--- src/rtl/mips_abb_pkg.sv ---
// Shared pipeline constants and types for the MIPS pipeline control blocks.
package mips_abb_pkg;

    // Pipeline stage indices
    localparam int STG_IF  = 0;
    localparam int STG_ID  = 1;
    localparam int STG_EXE = 2;
    localparam int STG_MEM = 3;
    localparam int STG_WB  = 4;

    // Width of one stall-source stage tag inside the packed SRC_STAGE vector
    localparam int TAG_W = 3;

    // Deferred-flush state machine
    typedef enum logic [0:0] {
        F_IDLE = 1'b0,
        F_WAIT = 1'b1
    } flush_fsm_e;

endpackage

--- src/rtl/stall_sat_cnt.sv ---
// Saturating up-counter with synchronous clear; one instance per stall source.
module stall_sat_cnt #(
    parameter int CNT_W = 32
) (
    input  logic             clk,
    input  logic             rst_n,
    input  logic             clr,
    input  logic             inc,
    output logic [CNT_W-1:0] cnt
);

    // Clear wins over increment; the count sticks at all-ones.
    always_ff @(posedge clk or negedge rst_n) begin
        if (!rst_n) begin
            cnt <= '0;
        end else if (clr) begin
            cnt <= '0;
        end else if (inc && (cnt != '1)) begin
            cnt <= cnt + CNT_W'(1);
        end
    end

endmodule

--- src/rtl/pipe_hazard_ctrl.sv ---
// Pipeline stall/flush controller: merges stage-tagged stall requests and a
// flush request into per-stage stall/bubble/flush vectors, defers flushes that
// are blocked by downstream stalls, counts stalled cycles per source and
// flags a pipeline stuck in stall.
//
// state  | meaning
// F_IDLE | no flush pending; unblocked flushes go straight out
// F_WAIT | flush latched, waiting for blocking stall requests to clear
module pipe_hazard_ctrl
    import mips_abb_pkg::*;
#(
    parameter int                      NSTAGE    = 5,
    parameter int                      NSRC      = 3,
    parameter logic [NSRC*TAG_W-1:0]   SRC_STAGE = {3'd3, 3'd1, 3'd0},
    parameter int                      CNT_W     = 32,
    parameter int                      WDOG_CYC  = 1023,
    localparam int                     SW        = (NSTAGE > 1) ? $clog2(NSTAGE) : 1
) (
    input  logic                    cpu_clk,
    input  logic                    cpu_rst_n,
    input  logic [NSRC-1:0]         stall_req,
    input  logic                    flush_req,
    input  logic [SW-1:0]           flush_stg,
    input  logic                    cnt_clr,
    output logic [NSTAGE-1:0]       stall,
    output logic [NSTAGE-1:0]       bubble,
    output logic [NSTAGE-1:0]       flush,
    output logic                    flush_busy,
    output logic [NSRC*CNT_W-1:0]   stall_cnt,
    output logic                    wdog_err
);

    localparam int WD_W = (WDOG_CYC > 1) ? $clog2(WDOG_CYC) : 1;
    localparam logic [WD_W-1:0] WD_LAST = WD_W'((WDOG_CYC > 0) ? WDOG_CYC - 1 : 0);

    flush_fsm_e          state, state_nxt;
    logic [SW-1:0]       pend, pend_nxt;
    logic [SW-1:0]       fs;
    logic [SW-1:0]       eff_f;
    logic                req_v;
    logic                blk_new, blk_pend;
    logic                accept, release_now, flush_act;
    logic                s_any;
    int                  s_max;
    logic [NSTAGE-1:0]   stall_int, bubble_int, flush_int;
    logic [WD_W-1:0]     wd_cnt;

    // Out-of-range flush stages are treated as a flush from the last stage;
    // a flush from stage 0 kills nothing and is ignored entirely.
    always_comb begin
        fs    = (int'(flush_stg) >= NSTAGE) ? SW'(NSTAGE - 1) : flush_stg;
        req_v = flush_req && (fs != '0);
    end

    // A flush is blocked while any source at or below it in the pipe still stalls.
    always_comb begin
        blk_new  = 1'b0;
        blk_pend = 1'b0;
        for (int i = 0; i < NSRC; i++) begin
            if (stall_req[i]) begin
                if (int'(SRC_STAGE[i*TAG_W +: TAG_W]) >= int'(fs))   blk_new  = 1'b1;
                if (int'(SRC_STAGE[i*TAG_W +: TAG_W]) >= int'(pend)) blk_pend = 1'b1;
            end
        end
    end

    // Flush FSM next-state and effective flush stage.
    always_comb begin
        state_nxt   = state;
        pend_nxt    = pend;
        accept      = 1'b0;
        release_now = 1'b0;
        eff_f       = fs;
        case (state)
            F_IDLE: begin
                if (req_v) begin
                    if (!blk_new) begin
                        accept = 1'b1;
                    end else begin
                        state_nxt = F_WAIT;
                        pend_nxt  = fs;
                    end
                end
            end
            F_WAIT: begin
                eff_f = pend;
                if (!blk_pend) begin
                    release_now = 1'b1;
                    state_nxt   = F_IDLE;
                    pend_nxt    = '0;
                    // A newer, deeper flush arriving in the release cycle is folded in.
                    if (req_v && !blk_new && (fs > pend)) eff_f = fs;
                end else if (req_v && (fs > pend)) begin
                    pend_nxt = fs;
                end
            end
            default: begin
                state_nxt = F_IDLE;
                pend_nxt  = '0;
            end
        endcase
        flush_act = accept || release_now;
    end

    // Stall merge: deepest unmasked requesting stage sets the stall/bubble boundary.
    always_comb begin
        s_any      = 1'b0;
        s_max      = 0;
        stall_int  = '0;
        bubble_int = '0;
        flush_int  = '0;
        for (int i = 0; i < NSRC; i++) begin
            if (stall_req[i] &&
                !(flush_act && (int'(SRC_STAGE[i*TAG_W +: TAG_W]) < int'(eff_f)))) begin
                if (!s_any || (int'(SRC_STAGE[i*TAG_W +: TAG_W]) > s_max))
                    s_max = int'(SRC_STAGE[i*TAG_W +: TAG_W]);
                s_any = 1'b1;
            end
        end
        for (int k = 0; k < NSTAGE; k++) begin
            stall_int[k]  = s_any && (k <= s_max);
            bubble_int[k] = s_any && (k == s_max + 1);
            flush_int[k]  = flush_act && (k < int'(eff_f));
        end
    end

    // Combinational outputs are forced quiet while reset is held.
    always_comb begin
        stall      = cpu_rst_n ? stall_int  : '0;
        bubble     = cpu_rst_n ? bubble_int : '0;
        flush      = cpu_rst_n ? flush_int  : '0;
        flush_busy = (state == F_WAIT);
    end

    // FSM state and latched pending flush stage.
    always_ff @(posedge cpu_clk or negedge cpu_rst_n) begin
        if (!cpu_rst_n) begin
            state <= F_IDLE;
            pend  <= '0;
        end else begin
            state <= state_nxt;
            pend  <= pend_nxt;
        end
    end

    // Watchdog: count consecutive stalled cycles, trip a sticky error at WDOG_CYC.
    always_ff @(posedge cpu_clk or negedge cpu_rst_n) begin
        if (!cpu_rst_n) begin
            wd_cnt   <= '0;
            wdog_err <= 1'b0;
        end else if (WDOG_CYC == 0) begin
            wd_cnt   <= '0;
            wdog_err <= 1'b0;
        end else if (|stall_int) begin
            if (wd_cnt == WD_LAST) wdog_err <= 1'b1;
            else                   wd_cnt   <= wd_cnt + WD_W'(1);
        end else begin
            wd_cnt <= '0;
        end
    end

    // Per-source stalled-cycle counters; masked requests still count.
    for (genvar g = 0; g < NSRC; g++) begin : g_cnt
        stall_sat_cnt #(.CNT_W(CNT_W)) u_cnt (
            .clk   (cpu_clk),
            .rst_n (cpu_rst_n),
            .clr   (cnt_clr),
            .inc   (stall_req[g]),
            .cnt   (stall_cnt[g*CNT_W +: CNT_W])
        );
    end

endmodule

--- config.mk ---
export PLATFORM = sky130hd
export DESIGN_NAME = pipe_hazard_ctrl
export DESIGN_NICKNAME = d
export VERILOG_FILES = /design/src/rtl/mips_abb_pkg.sv /design/src/rtl/stall_sat_cnt.sv /design/src/rtl/pipe_hazard_ctrl.sv
export SDC_FILE = /design/constraint.sdc
export NUM_CORES = 1
export LEC_CHECK = 0
export ABC_AREA = 1
export ABC_CLOCK_PERIOD_IN_PS = 5100
export BUFFER_PORTS_ARGS = -buffer_cell sky130_fd_sc_hd__buf_2
export CAP_MARGIN = 0
export CORE_UTILIZATION = 42
export DETAILED_ROUTE_END_ITERATION = 12
export PLACE_DENSITY = 0.66
export SYNTH_ARGS = -nofsm -noshare
export SYNTH_HDL_FRONTEND = slang
export SYNTH_SLANG_ARGS = --single-unit
--- constraint.sdc ---
create_clock -name cpu_clk -period 5.1 [get_ports cpu_clk]
set_input_delay 0.51 -clock cpu_clk [delete_from_list [all_inputs] [get_ports cpu_clk]]
set_output_delay 0.51 -clock cpu_clk [all_outputs]
set_load 0.02 [all_outputs]
# Word level (Yosys, flattened, before mapping)
# Index checks and enable logic that the tools add are counted.
totals:
  reg_bits: 111
  in_bits: 10
  output_inout_bits: 113
  wordCells: 131
classes:
  addsub: 5
  magnitude_cmp: 19
  n_eq_ne: 12
  mux: 47
  n_bitwise: 1
  reduce_logical: 40
ops:
  columns: ["op", "count"]
  rows:
  - ["$mux W32", 8]
  - ["$add A32 B1 Y32 const B", 3]
  - ["$ne A32 B32 Y1 const B", 3]
  - ["$eq A3 B32 Y1 const A", 2]
  - ["$le A3 B32 Y1 const A", 2]
  - ["$add A32 B2 Y32 const B", 1]
  - ["$eq A2 B32 Y1 const A", 1]
  - ["$eq A4 B32 Y1 const A", 1]
  - ["$gt A3 B32 Y1 const A", 1]
  - ["$le A1 B32 Y1 const A", 1]
  - ["$le A2 B32 Y1 const A", 1]
  - ["$le A4 B32 Y1 const A", 1]
  - ["$logic_not A32 Y1", 1]
  - ["$logic_and A1 B1 Y1", 25]
  - ["$mux W1", 24]
  - ["$mux W3", 8]
  - ["$mux W10", 2]
  - ["$mux W5", 3]
  - ["$ge A1 B3 Y1 const A", 4]
  - ["$add A10 B1 Y10 const B", 1]
  - ["$eq A10 B10 Y1 const B", 1]
  - ["$ge A2 B3 Y1 const A", 2]
  - ["$lt A1 B3 Y1 const A", 2]
  - ["$lt A2 B3 Y1 const A", 2]
  - ["15 further kinds", 24]

# Longest topological paths before layout
depth:
  depth_word: 29
  mapped_depth: 18
  ltp_nobuf: 18

# Modules after synthesis
# Synthesis repeated with hierarchy kept, for this count alone.
unflattened:
  cells_unflattened: 1203
  hier_area_um2: 8002.7
by_module_without_submodules:
  columns: ["module", "n_inst", "cells_each", "area_per_inst_um2", "seq_area_each_um2"]
  rows:
  - ["stall_sat_cnt", 3, 345, 2243.4, 800.8]
  - ["pipe_hazard_ctrl", 1, 168, 1272.5, 375.4]

# Least setup slack after synthesis
# No wires, ideal clock.
synth_path:
  path_kind: "input-to-output"
  start: "input flush_stg[2]"
  end: "output flush[4]"
  arrival_time_ns: 2.465
  t_required_ns: 4.590
  path_slack_ns: 2.125
  path_stages: 13
  n_path_buf: 1
  cell_sequence: "buf_2 ha_1 nand2_1 nor2_1 nor2_1 nor2_1 nand2_2 nand2_4 nand3_1 nand2_1 inv_1 nor2_1 a21boi_0"
synth_via:
  elab_chain_len: 18
  word_cells_on_any_way: 27
  classes_between: "order compare (6); mux (14); reduce/logical (7)"
synth_rtl:
  columns: ["item", "line", "text"]
  rows:
  - ["start, declared", "pipe_hazard_ctrl.sv:23", "input logic [SW-1:0] flush_stg,"]
  - ["$ge A3 B3 Y1", "pipe_hazard_ctrl.sv:51", "fs = (int'(flush_stg) >= NSTAGE) ? SW'(NSTAGE - 1) : flush_stg;"]
  - ["$mux W3 (*)", "pipe_hazard_ctrl.sv:51", null]
  - ["$ge A1 B3 Y1", "pipe_hazard_ctrl.sv:61", "if (int'(SRC_STAGE[i*TAG_W +: TAG_W]) >= int'(fs)) blk_new = 1'b1;"]
  - ["$mux W1", "pipe_hazard_ctrl.sv:61", null]
  - ["$mux W1", "pipe_hazard_ctrl.sv:60", "if (stall_req[i]) begin"]
  - ["$mux W1", "pipe_hazard_ctrl.sv:61", null]
  - ["$mux W1", "pipe_hazard_ctrl.sv:60", null]
  - ["$mux W1", "pipe_hazard_ctrl.sv:61", null]
  - ["$mux W1", "pipe_hazard_ctrl.sv:60", null]
  - ["$logic_not A1 Y1", "pipe_hazard_ctrl.sv:92", "if (req_v && !blk_new && (fs > pend)) eff_f = fs;"]
  - ["$logic_and A1 B1 Y1 (2 in a row)", "pipe_hazard_ctrl.sv:92", null]
  - ["$mux W3", "pipe_hazard_ctrl.sv:92", null]
  - ["$mux W3", "pipe_hazard_ctrl.sv:87", "if (!blk_pend) begin"]
  - ["$mux W3", "pipe_hazard_ctrl.sv:74", "case (state)"]
  - ["$lt A3 B3 Y1", "pipe_hazard_ctrl.sv:123", "flush_int[k] = flush_act && (k < int'(eff_f));"]
  - ["$logic_and A1 B1 Y1 (*)", "pipe_hazard_ctrl.sv:123", null]
  - ["$mux W5 (*)", "pipe_hazard_ctrl.sv:131", "flush = cpu_rst_n ? flush_int : '0;"]
  - ["end, declared", "pipe_hazard_ctrl.sv:27", "output logic [NSTAGE-1:0] flush,"]
# Every way passes the cells marked *; elsewhere a longest branch is shown, timed or not.

# Final worst setup path
layout_path:
  start: "input flush_stg[2]"
  end: "output bubble[1]"
layout_via:
  elab_chain_len: 29
  word_cells_on_any_way: 49
  classes_between: "add/sub (1); order compare (9); eq/ne (1); mux (20); reduce/logical (18)"
layout_rtl:
  columns: ["item", "line", "text"]
  rows:
  - ["$ge A3 B3 Y1", "pipe_hazard_ctrl.sv:51", null]
  - ["$mux W3 (*)", "pipe_hazard_ctrl.sv:51", null]
  - ["branches (longest 25 deep; another with $ge A1 B3 Y1)", null, null]
  - ["$logic_and A1 B1 Y1 (*)", "pipe_hazard_ctrl.sv:122", "bubble_int[k] = s_any && (k == s_max + 1);"]
  - ["$mux W5 (*)", "pipe_hazard_ctrl.sv:130", "bubble = cpu_rst_n ? bubble_int : '0;"]
  - ["end, declared", "pipe_hazard_ctrl.sv:26", "output logic [NSTAGE-1:0] bubble,"]
# Mark *: on every way between the ends.

==> reports/summary.md <==
Synthesis
• 987 — cell count after synthesis
• 7220 sq um — netlist area before placement
• 0.385 — area share of the leading cell type in the synthesized netlist
• 1.00 — post-synthesis async set-or-reset flop share
• 7.32 sq um — mean post-synth cell area
• sky130_fd_sc_hd__nand2_1 — most used standard cell by instance count after synthesis
• 43 — distinct cell type count after synthesis
• sky130_fd_sc_hd__dfrtp_1 — leading area contributor after synthesis
• sky130_fd_sc_hd__dfrtp_1 — Top FF cell, synth
• sky130_fd_sc_hd__nand2_1 (240), sky130_fd_sc_hd__inv_1 (115), sky130_fd_sc_hd__nor2_1 (112) — list of most frequent post-synthesis cells
• sky130_fd_sc_hd__dfrtp_1 (38%), sky130_fd_sc_hd__nand2_1 (12%), sky130_fd_sc_hd__inv_1 (6.0%), sky130_fd_sc_hd__nor2_1 (5.8%), sky130_fd_sc_hd__o31ai_1 (4.1%) — top cells by area in the synthesized netlist
• 0.385 — sequential fraction of the synthesis area
• 0 — synth warn
• 0 — number of synthesized flops with an enable pin
• 111 — flop and latch count out of synthesis

STA
• 0.623 — final critical-path share of the clock period
• 0 ns — accumulated negative setup slack
• 0.482 — worst relative slew slack
• 0 — number of setup violations in the final report
• no — unrepaired setup endpoints after global routing
• 0.777 ns — slew of the pin with the lowest slew margin
• 0 — max-slew violation count
• 0.0167 ns — setup skew after layout
• 3.17 ns — clock period minus final worst setup slack
• 315 MHz — Achievable Freq
• 0 — number of hold-slack violations in the final timing report

Detailed routing
• 5 — first-pass iteration count of the detailed router
• 14.9 microns — Routed wire per std cell
• 0 — number of nets with antenna violations after detailed routing
• 7008 — via total after detailed routing
• 19700 microns — detailed-route wire length
• 5.31 — via/cell ratio
• 0 — remaining design rule violation count
• 501 — number of DRC violations after detailed-routing iteration 0

Clock tree
• sky130_fd_sc_hd__clkbuf_16 — clock root cell
• 0.08 ns — clock-pin slew on the worst setup and hold paths
• 9 — clock buffers created by TritonCTS
• 0 — Gates resized, CTS repair
• 3 — depth of the CTS H-tree
• 2 — worst-case clock buffer depth
• 0.36 ns — source-to-sink clock delay at the later pin of the worst-skew pair
• done — TritonCTS clock tree
• 0 — Post CTS Setup Buffer Count
• 0 — number of buffers inserted by hold repair at cts
• 111 — clock sink count

Die
• 123 — I/O pin total
• 16700 sq um — Placeable Area
• 47 — Cell Rows
• 17700 sq um — full die area
• 133 microns — chip height
• 133 microns — die width
• 0.432 — Starting Density

Worst setup path
• 4.59 ns — WP data required
• g_cnt[1].u_cnt.cnt[1]$_DFFE_PN0P_ — worst reg2reg path startpoint
• flush_stg[2] — Critical Path Start
• 13 — largest driver fanout on the critical path
• output port — endpoint class of the critical path
• input pin to output port — Critical Setup Path Class
• 2.66 ns — arrival time reported for the critical path endpoint
• input pin — type of origin of the critical path

Pwr
• 0.370 — Clk pwr share
• 0.00363 uW — leakage dissipation
• 653 uW — switching power summed over all nets
• 0.305 — switching part of the total
• 259 nW/um^2 — total power divided by cell area
• 0.442 — sequential cell fraction of total power
• 1490 uW — internal power
• 0.000181 V — maximum vdd drop
• 0.188 — fraction of power consumed by combinational cells

Job
• 0 — Max Cap Viol

Final layout
• 1321 — number of standard cells in the layout, taps in and fillers out
• 14.8% — area added between synthesis and finish
• 1114 — Nets
• 1687 — fill cell instance count of the final layout
• 8290 sq um — post-layout instance area
• 0.169 — share of post-route cells with drive strength above 1
• 0 — ANT cells

Placement
• 0.941 — placer's final routability congestion estimate
• 119 — number of input and output port buffers inserted
• 7960 sq um — Placed Area
• 14800 microns — sum of net half-perimeters after detailed placement
• 1305 — placed cell count

GRT
• 0 — global route overflow
• 0 — number of antenna violations at the first check in global routing
• 0.231 — GRT Total Usage
• 62 — pin count of the biggest net entering global routing
• 33000 microns — global-route wire length before repair
• 6505 — number of global-route vias before repair

Run status
• complete, no violations — status

Min path
• input pin to asynchronous set/reset pin — worst hold path type

## power by group through the flow
stage          registers, uW  logic (uW)  clock network, uW
3_5_place_dp             964         405                  0
5_1_grt                  952         458                846
4_1_cts                  947         406                816
2_1_floorplan            966         313                  0
3_3_place_gp             964         398                  0
6_report                 948         402                794
## layout by cell type (no fill, tap or decap), types with 2 or more instances in the layout
cell type                   synthesis  routed
sky130_fd_sc_hd__xor2_1            32      32
sky130_fd_sc_hd__nor2_8             2       2
sky130_fd_sc_hd__clkbuf_8           0       2
sky130_fd_sc_hd__nor2_2             7       7
sky130_fd_sc_hd__nor3b_1            4       4
sky130_fd_sc_hd__buf_4              8       4
sky130_fd_sc_hd__a21oi_1           32      32
sky130_fd_sc_hd__o31ai_1           39      39
sky130_fd_sc_hd__conb_1             1       3
sky130_fd_sc_hd__clkbuf_16          0       9
sky130_fd_sc_hd__ha_1               8       8
sky130_fd_sc_hd__nor4_1            15      15
sky130_fd_sc_hd__nand3_1           35      35
sky130_fd_sc_hd__nor3_2             7       7
sky130_fd_sc_hd__inv_2              8       8
sky130_fd_sc_hd__nand3_2            3       3
sky130_fd_sc_hd__nand2_1          240     240
sky130_fd_sc_hd__o21ai_0           44      44
sky130_fd_sc_hd__xnor2_1           13      13
sky130_fd_sc_hd__nand2_2            7       7
sky130_fd_sc_hd__a211oi_1           4       4
sky130_fd_sc_hd__nand4_1           39      39
sky130_fd_sc_hd__a21oi_2            9       9
sky130_fd_sc_hd__inv_1            115     115
sky130_fd_sc_hd__dfrtp_1          111     111
sky130_fd_sc_hd__o21ai_1            5       5
sky130_fd_sc_hd__buf_2              5     118
sky130_fd_sc_hd__nor2_1           112     112
sky130_fd_sc_hd__nor3_1            55      55
sky130_fd_sc_hd__bufinv_16          0       2
sky130_fd_sc_hd__nand2_4            2       2
## worst max-delay path, stage by stage
cell                      delay (ns)
sky130_fd_sc_hd__buf_2          0.14
sky130_fd_sc_hd__nor2_1         0.22
sky130_fd_sc_hd__ha_1           0.28
sky130_fd_sc_hd__nand2_1        0.08
sky130_fd_sc_hd__nor2_1         0.04
sky130_fd_sc_hd__nor2_1         0.09
sky130_fd_sc_hd__nor2_1         0.07
sky130_fd_sc_hd__nand2_2        0.09
sky130_fd_sc_hd__nand2_4        0.06
sky130_fd_sc_hd__nand3_1        0.07
sky130_fd_sc_hd__nand2_1        0.09
sky130_fd_sc_hd__inv_1          0.11
sky130_fd_sc_hd__nand3_2        0.08
sky130_fd_sc_hd__nand2_1        0.08
sky130_fd_sc_hd__nand2_2        0.22
sky130_fd_sc_hd__nor3_2         0.21
sky130_fd_sc_hd__buf_2          0.20
## path summary, 6_finish.rpt
kind / slack (ns) / depth (start not counted) / endpoint
max in group asynchronous: 3.66 / 2 / g_cnt[1].u_cnt.cnt[6]$_DFFE_PN0P_
min in group cpu_clk: 0.46 / 2 / wdog_err$_DFFE_PN0P_
setup reg to reg: 2.37 / 11 / g_cnt[1].u_cnt.cnt[14]$_DFFE_PN0P_
setup / recovery: 1.93 / 17 / bubble[1]
hold / removal: 0.23 / 1 / g_cnt[2].u_cnt.cnt[29]$_DFFE_PN0P_
hold reg to reg: 0.46 / 2 / wdog_err$_DFFE_PN0P_
## sequential cells by signal, summed over array words and instances, names as in the netlist
| register | cells |
|---|---|
| pend | 3 |
| wd_cnt | 10 |
| flush_busy | 1 |
| g_cnt.u_cnt.cnt | 96 |
| wdog_err | 1 |
## layout make-up
| cell class | count | area, sq um | area share |
|---|---|---|---|
| Clock buffer | 12 | 256 | 0.0309 |
| Tap cell | 220 | 275 | 0.0332 |
| Sequential cell | 111 | 2780 | 0.335 |
| Inverter | 124 | 465 | 0.0562 |
| Clock inverter | 4 | 76.3 | 0.00921 |
| Timing Repair Buffer | 122 | 621 | 0.0749 |
| Multi-Input combinational cell | 728 | 3820 | 0.461 |
## metrics by stage
step / total power, uW / hold WS (ns) / worst slack, ns / util
floorplan: 1280 / 0.214 / 2.12 / -
global placement: 1360 / 0.442 / 2.05 / 0.476
detailed placement: 1370 / 0.444 / 1.95 / 0.476
CTS: 2170 / 0.257 / 1.95 / 0.496
global route: 2260 / 0.304 / 1.68 / 0.496
finish: 2140 / 0.230 / 1.93 / 0.496
## cells by family after synthesis
| kind of cell | Yosys count | synth area share |
|---|---|---|
| AOI/OAI and AO/OA | 140 | 0.121 |
| xor gates and xnor gates | 45 | 0.0546 |
| adders and majority gates | 8 | 0.0139 |
| buffers and inverters | 150 | 0.0877 |
| DFF | 111 | 0.385 |
| other | 1 | 0.000519 |
| and+or+nand+nor | 532 | 0.338 |
## routing by layer
layer,part of all wire,track usage
met1,0.47,0.318
met2,0.46,0.374
met5,0,0
met4,0.015,0.0701
met3,0.055,0.0381
Power figures use the tool's default switching activity.
